===== src/rtl/rgb2v.sv =====
// rgb2v: reduces packed RGB pixels to HSV value V = max(R,G,B) and
// buffers them in a small FIFO between a req/ack source and consumer.
//
// Ports:
//   clk       system clock, all logic on the rising edge
//   xrst      synchronous active-high reset
//   rgb_in    source pixel {R,G,B}, valid when rcv_ack=1
//   rcv_req   request to source (registered)
//   rcv_ack   source ack, one pixel per cycle it is 1
//   pixel_out V value to consumer, valid when snd_ack=1
//   snd_req   consumer request
//   snd_ack   one-cycle delivery ack (registered)
//   frame_end pulses with the ack of the last pixel of a frame
//   overflow  sticky: pixel arrived while FIFO full
module rgb2v #(
  parameter int DEPTH        = 4,
  parameter int FRAME_PIXELS = 16384
) (
  input  logic        clk,
  input  logic        xrst,
  input  logic [23:0] rgb_in,
  output logic        rcv_req,
  input  logic        rcv_ack,
  output logic [7:0]  pixel_out,
  input  logic        snd_req,
  output logic        snd_ack,
  output logic        frame_end,
  output logic        overflow
);

  localparam int AW = $clog2(DEPTH);
  localparam int CW = AW + 1;
  localparam int FW = (FRAME_PIXELS > 2) ?
                      $clog2(FRAME_PIXELS) : 1;

  localparam logic [CW-1:0] FULL_CNT = CW'(DEPTH);
  localparam logic [CW-1:0] REQ_MAX  = CW'(DEPTH - 2);
  localparam logic [FW-1:0] LAST_PIX = FW'(FRAME_PIXELS - 1);

  logic [7:0]    mem [DEPTH];
  logic [AW-1:0] wr_ptr;
  logic [AW-1:0] rd_ptr;
  logic [CW-1:0] count;
  logic [CW-1:0] count_nx;
  logic [FW-1:0] frame_cnt;

  logic [7:0] r;
  logic [7:0] g;
  logic [7:0] b;
  logic [7:0] v;
  logic       full;
  logic       pop;
  logic       push;
  logic       drop;

  assign r = rgb_in[23:16];
  assign g = rgb_in[15:8];
  assign b = rgb_in[7:0];

  always_comb begin
    v = r;
    if (g > v) v = g;
    if (b > v) v = b;
  end

  assign full = (count == FULL_CNT);
  assign pop  = snd_req && (count != '0);
  // A pop in the same cycle frees the slot, so a full FIFO
  // can still accept the incoming pixel.
  assign push = rcv_ack && (!full || pop);
  assign drop = rcv_ack && full && !pop;

  assign count_nx = count + CW'(push) - CW'(pop);

  always_ff @(posedge clk) begin
    if (xrst) begin
      wr_ptr    <= '0;
      rd_ptr    <= '0;
      count     <= '0;
      frame_cnt <= '0;
      rcv_req   <= 1'b0;
      snd_ack   <= 1'b0;
      pixel_out <= 8'h00;
      frame_end <= 1'b0;
      overflow  <= 1'b0;
    end else begin
      count <= count_nx;
      // Two free slots leaves room for one ack already in flight.
      rcv_req <= (count_nx <= REQ_MAX);
      snd_ack <= pop;
      if (push) wr_ptr <= wr_ptr + 1'b1;
      if (drop) overflow <= 1'b1;
      if (pop) begin
        rd_ptr    <= rd_ptr + 1'b1;
        pixel_out <= mem[rd_ptr];
        if (frame_cnt == LAST_PIX) begin
          frame_cnt <= '0;
          frame_end <= 1'b1;
        end else begin
          frame_cnt <= frame_cnt + 1'b1;
          frame_end <= 1'b0;
        end
      end else begin
        frame_end <= 1'b0;
      end
    end
  end

  // Storage needs no reset: count gates every read.
  always_ff @(posedge clk) begin
    if (push && !xrst) mem[wr_ptr] <= v;
  end

endmodule


===== config.mk =====
export PLATFORM = sky130hd
export DESIGN_NAME = rgb2v
export DESIGN_NICKNAME = d
export VERILOG_FILES = /design/src/rtl/rgb2v.sv
export SDC_FILE = /design/constraint.sdc
export NUM_CORES = 1
export LEC_CHECK = 0
export CAP_MARGIN = 10
export CELL_PAD_IN_SITES_DETAIL_PLACEMENT = 0
export CELL_PAD_IN_SITES_GLOBAL_PLACEMENT = 2
export CORE_MARGIN = 5
export CORE_UTILIZATION = 36
export CTS_CLUSTER_DIAMETER = 50
export DETAILED_ROUTE_END_ITERATION = 7
export PLACE_DENSITY_LB_ADDON = 0.3
export REMOVE_ABC_BUFFERS = 1
export SYNTH_ARGS = -nofsm -noshare
export SYNTH_HDL_FRONTEND = slang
export SYNTH_SLANG_ARGS = --single-unit

===== constraint.sdc =====
create_clock -name clk -period 5.5 [get_ports clk]
set_clock_uncertainty 0.2 [all_clocks]
set_input_delay 1.65 -clock clk [delete_from_list [all_inputs] [get_ports clk]]
set_output_delay 1.65 -clock clk [all_outputs]
set_load 0.02 [all_outputs]

==> After elaboration in Yosys (flattened, before gate mapping) <==
Memories as Yosys holds them, arrays and structs flattened. A register that Yosys moved wholly into a read port is not among the register bits.
Index checks and enable logic that the tools add are counted.
{ "totals": {"register_bits": 25, "mem_bits_rw": 32, "output_inout_bits": 12, "word_cells": 37, "mem_count": 1} }
{ "mem_list": {"columns": ["name", "words", "width", "rd", "rd_ports_with_merged_regs", "write_ports", "line_no", "source"], "rows": [
  ["mem", 4, 8, 1, 1, 1, "40", "logic [7:0] mem [DEPTH];"]
]} }
{ "op_classes": {"add_sub_neg": 5, "n_lt_le_gt_ge": 3, "eq_ne": 2, "n_mux": 6, "bitwise_logic": 1, "n_reduce_logical": 11} }
{ "ops": {"columns": ["operator", "n"], "rows": [
  ["8-bit > comparator", 2],
  ["8-bit 2-to-1 mux", 2],
  ["14-bit by 1-bit adder with 14-bit output, second input constant", 1],
  ["14-bit equality test, second input constant", 1],
  ["14-bit 2-to-1 mux", 1],
  ["1-bit logical AND", 5],
  ["2-bit by 1-bit adder with 2-bit output, second input constant", 2],
  ["3-bit by 1-bit adder with 3-bit output", 1],
  ["3-bit equality test, second input constant", 1],
  ["3-bit by 2-bit <= comparator with 1-bit output, second input constant", 1],
  ["1-bit logical NOT", 3],
  ["1-bit 2-to-1 mux", 3],
  ["3-bit nonzero test", 1],
  ["3-bit by 1-bit subtractor with 3-bit output", 1],
  ["2-bit OR reduction", 1],
  ["1-bit logical OR", 1],
  ["1-bit inverter", 1]
]} }

==> Logic depth before layout (Yosys ltp) <==
{ "depth": {"depth_word": 7, "mapped_depth": 15} }

==> Worst setup path after synthesis <==
No wires, ideal clock.
{ "synth_timing": {"kind": "input to register", "from": "input rgb_in[17]", "to": "memory mem[0][5] (data pin)", "t_arrival_ns": 4.324, "t_required_ns": 5.113, "path_slack_ns": 0.788, "cell_stages": 15, "n_path_buf": 2, "path_cell_list": "inv_1 > ha_1 > nor2b_1 > o211ai_1 > a211o_1 > buf_6 > a21bo_1 > and2_1 > ha_1 > and3_4 > a221o_1 > a22oi_4 > buf_6 > nor2_1 > a31oi_1"} }
{ "synth_between": {"elab_chain_cells": 4} }
{ "synth_rtl": {"columns": ["item", "line_no", "source"], "rows": [
  ["start, declared", "21", "input logic [23:0] rgb_in,"],
  ["8-bit > comparator", "62", "if (g > v) v = g;"],
  ["8-bit 2-to-1 mux *", "62", null],
  ["8-bit > comparator", "63", "if (b > v) v = b;"],
  ["8-bit 2-to-1 mux *", "63", null],
  ["via v[5]", "50", "logic [7:0] v;"],
  ["end, declared", "40", null]
]} }
The timed path passes the listed nets; every way through them passes the cells marked *.

==> Worst setup path after layout <==
{ "layout_timing": {"from": "input rgb_in[17]", "to": "memory mem[3][6] (data pin)"} }
Same word-level chain as after synthesis.

==> out/metrics.csv <==
stage,metric,value,unit
clocking,# H-tree levels,3,
routing,Residual DRC,0,
synth,"FFs w/ async S/R, synth",0,
floorplanning,die area,10910,um^2
place,post-detailed-placement half-perimeter wirelength,4325,um
setup_path,crit path max fanout,16,
clocking,Clock Sink Count,65,
timing,worst hold slack,255.0,ps
synth,"EDFF count, synth",32,
routing,Routed wire per std cell,12.81,um
global_routing,largest net degree at the start of global routing,27,
clocking,Clock Root Buffer,sky130_fd_sc_hd__clkbuf_8,
clocking,number of buffers added by the clock tree synthesis step,9,
timing,setup repair after global routing missed its margin,false,
floorplanning,x dimension of the die,104.5,um
finish,final-stage net count,386,
synth,average instance area after synthesis,11.04,um^2
setup_path,highest cell delay on the worst timing path,480,ps
clocking,cts repair resizes,0,
floorplanning,effective utilization at floorplan,0.3683,
setup_path,Slowest cell on crit path,sky130_fd_sc_hd__clkdlybuf4s50_1,
pwr,power dissipated by switching net loads,401.5,uW
synth,netlist area before placement,3212,um^2
timing,Fin. Hold Viols,0,
setup_path,"Top cell by count, worst path",sky130_fd_sc_hd__ha_1,
hold_path,Hold/Removal Path Class,flop to flop,
pwr,cell area power density,346.9,nW/um^2
global_routing,aggregate global-route resource usage,0.1110,
setup_path,number of buffer and inverter instances along the worst setup path,3,
synth,synthesis-stage register bit count,65,
pwr,clock network fraction of design power,0.255,
setup_path,critical path endpoint category,flop,
setup_path,startpoint type of the worst setup path,input pin,
finish,final antenna diode count,0,
timing,number of endpoints failing setup at the final stage,0,
timing,Worst slew margin,0.4389,
global_routing,overall overflow remaining after global route,0,
clocking,hold buffer count at cts,0,
clocking,register clock-pin slew on the reported worst setup and hold paths,70,ps
timing,measured slew at the worst slew-check pin,836.6,ps
finish,FILL cells,812,
clocking,number of buffers between clock root and the deepest sink,2,
routing,total wire length after detailed routing,5725,um
place,final estimated routing congestion in global placement,0.7616,
routing,Antenna Violating Nets Remaining,0,
pwr,Sw Share,0.2988,
global_routing,number of antenna violations at the first check in global routing,0,
routing,via count of the routed design,2139,
run_status,run status,completed,
place,worst slack after detailed placement,-143.3,ps
pwr,part of the total power dissipated in combinational logic,0.281,
flow_run,max-cap violation count,0,
synth,leading register cell type out of synthesis,sky130_fd_sc_hd__dfxtp_1,
pwr,part of the power in registers,0.465,
floorplanning,Site Rows,34,
setup_path,Critical Path AT,5140,ps
setup_path,kind of cell adding the most delay to the critical path,compound AO/OA/AOI/OAI gates,
pwr,Max IR drop VDD,0.1298,mV
finish,fraction of layout cells with a size suffix above 1,0.1209,
setup_path,critical path required time,5370,ps
floorplanning,count of pins on the block boundary,40,
timing,Final Max Slew Viols,0,
global_routing,vias in the first global route,2175,
setup_path,worst path cell trace,clkdlybuf4s50_1 > inv_1 > ha_1 > nor2b_1 > o211ai_1 > a211o_2 > a21bo_2 > and2_1 > ha_1 > and3_4 > a221o_1 > a22oi_4 > buf_4 > nor2_1 > a31oi_1,
clocking,CTS tree,built,
synth,Ys Warns,0,
timing,final critical path time including I/O delays and setup,5265,ps
routing,number of iterations in the first detailed-routing pass,4,
global_routing,first-pass GRT wire length,9894,um
finish,Syn-to-layout area delta,20.61,%
routing,1st-iter DRT viols,63,
clocking,later-pin clock latency in the skew report,330,ps
place,Port Buffers,39,
routing,via count normalized by instance count,4.785,
timing,fraction of the cycle the final worst path needs,0.9573,
floorplanning,core box area,8721,um^2
clocking,# Post-CTS Setup Buffers,0,
timing,max frequency,0.1899,GHz
timing,Final WS setup,234.9,ps
pwr,static power due to leakage,0.001464,uW
synth,sequential share of the synthesized area,0.5049,
setup_path,crit path kind,input pin to flop,
synth,count of mapped cells out of synthesis,291,
synth,post-synthesis cell type count,44,
pwr,total internal power,942.3,uW
floorplanning,chip height,104.5,um
metal layers:
metal | wire [um] | global-route usage | up-vias
met5 | 0 | 0 | -
li1 | - | - | 1115
met2 | 2480 | 0.1652 | 47
met3 | 281 | 0.03414 | 12
met4 | 145 | 0.05735 | 0
met1 | 2818 | 0.1445 | 965
registers in the layout, summed over array words and instances (netlist names):
| name | cells |
|---|---|
| rd_ptr | 2 |
| pixel_out | 8 |
| frame_end | 1 |
| wr_ptr | 2 |
| count | 3 |
| rcv_req | 1 |
| frame_cnt | 14 |
| snd_ack | 1 |
| mem | 32 |
| overflow | 1 |
layout make-up:
class                           instances  area (um^2)  area share
Tap cell                              108        135.1     0.03488
Clock inverter                          4        20.02    0.005168
Timing Repair Buffer                   43        420.4      0.1085
Sequential cell                        65         1622      0.4186
Inverter                               16        60.06     0.01550
Clock buffer                           12        145.1     0.03747
Multi-Input combinational cell        199         1471      0.3798
placed cells by master, fill, tap and decap left out, drive strengths merged, types with 11 or more instances in the layout:
| master | count |
|---|---|
| a21oi | 15 |
| clkdlybuf4s50 | 39 |
| dfxtp | 33 |
| nand3 | 14 |
| nand2 | 28 |
| clkbuf | 12 |
| and2 | 11 |
| ha | 23 |
| edfxtp | 32 |
| nor2 | 32 |
| inv | 16 |
cells in the mapped netlist (2+ instances only):
| library cell | n | share of area |
|---|---|---|
| sky130_fd_sc_hd__nand4_1 | 5 | 0.0097 |
| sky130_fd_sc_hd__buf_2 | 3 | 0.0047 |
| sky130_fd_sc_hd__clkbuf_1 | 5 | 0.0058 |
| sky130_fd_sc_hd__inv_1 | 15 | 0.018 |
| sky130_fd_sc_hd__xor2_1 | 9 | 0.025 |
| sky130_fd_sc_hd__mux4_2 | 8 | 0.056 |
| sky130_fd_sc_hd__dfxtp_1 | 33 | 0.21 |
| sky130_fd_sc_hd__nand3_1 | 14 | 0.022 |
| sky130_fd_sc_hd__a31oi_1 | 8 | 0.016 |
| sky130_fd_sc_hd__nand2_1 | 27 | 0.032 |
| sky130_fd_sc_hd__a21oi_1 | 15 | 0.023 |
| sky130_fd_sc_hd__buf_6 | 2 | 0.0070 |
| sky130_fd_sc_hd__a21bo_2 | 6 | 0.019 |
| sky130_fd_sc_hd__xnor2_1 | 9 | 0.025 |
| sky130_fd_sc_hd__o21ai_0 | 2 | 0.0031 |
| sky130_fd_sc_hd__nor2b_1 | 4 | 0.0078 |
| sky130_fd_sc_hd__ha_1 | 23 | 0.090 |
| sky130_fd_sc_hd__and3_1 | 3 | 0.0058 |
| sky130_fd_sc_hd__and2_1 | 11 | 0.021 |
| sky130_fd_sc_hd__nor3_1 | 3 | 0.0047 |
| sky130_fd_sc_hd__nor2_1 | 32 | 0.037 |
| sky130_fd_sc_hd__edfxtp_1 | 32 | 0.30 |
final timing paths:
path,startpoint,to,slack [ps],cells after the start
setup / recovery,rgb_in[17],mem[3][6]$_DFFE_PP_,230,15
hold / removal,pixel_out[6]$_SDFFE_PP0P_,pixel_out[6]$_SDFFE_PP0P_,260,2
setup reg to reg,count[2]$_SDFF_PP0_,rcv_req$_SDFF_PP0_,2510,8
hold reg to reg,pixel_out[6]$_SDFFE_PP0P_,pixel_out[6]$_SDFFE_PP0P_,260,2
worst reg2reg max path, delay by kind of cell (launching register included):
family	cells	cell delay, ps
buf+inv	2	340
compound gates	2	940
fa+ha+maj	3	930
flops	1	340
xor+xnor	1	160
through the flow:
stage,setup TNS (ps),utilization,total power [uW],cell area [um^2],instances
final,0,0.4442,1344,3874,447
after global routing,0,0.4442,1434,3874,447
after detailed placement,-2840,0.4251,1017,3707,431
after global placement,-1339,0.4251,1013,3707,431
after CTS,0,0.4440,1364,3872,447
after floorplan,0,-,884.8,3152,280
power by group through the flow:
stage                     clock network [uW]  logic (uW)  registers [uW]
after floorplan                            0         235             650
after global placement                     0         377             636
after detailed placement                   0         380             637
after CTS                                356         382             627
after global routing                     377         423             634
final                                    342         377             624
cells by family (layout without fill, tap and decap cells):
kind of cell | count (synthesis) | after routing | share of synthesized area
simple gates | 105 | 105 | 0.1562
fa+ha+maj | 24 | 24 | 0.09583
xor+xnor | 18 | 18 | 0.04909
buf+inv | 27 | 75 | 0.03739
mux | 9 | 9 | 0.05921
compound gates | 43 | 43 | 0.09739
flops | 65 | 65 | 0.5049
Power figures use the tool's default switching activity.
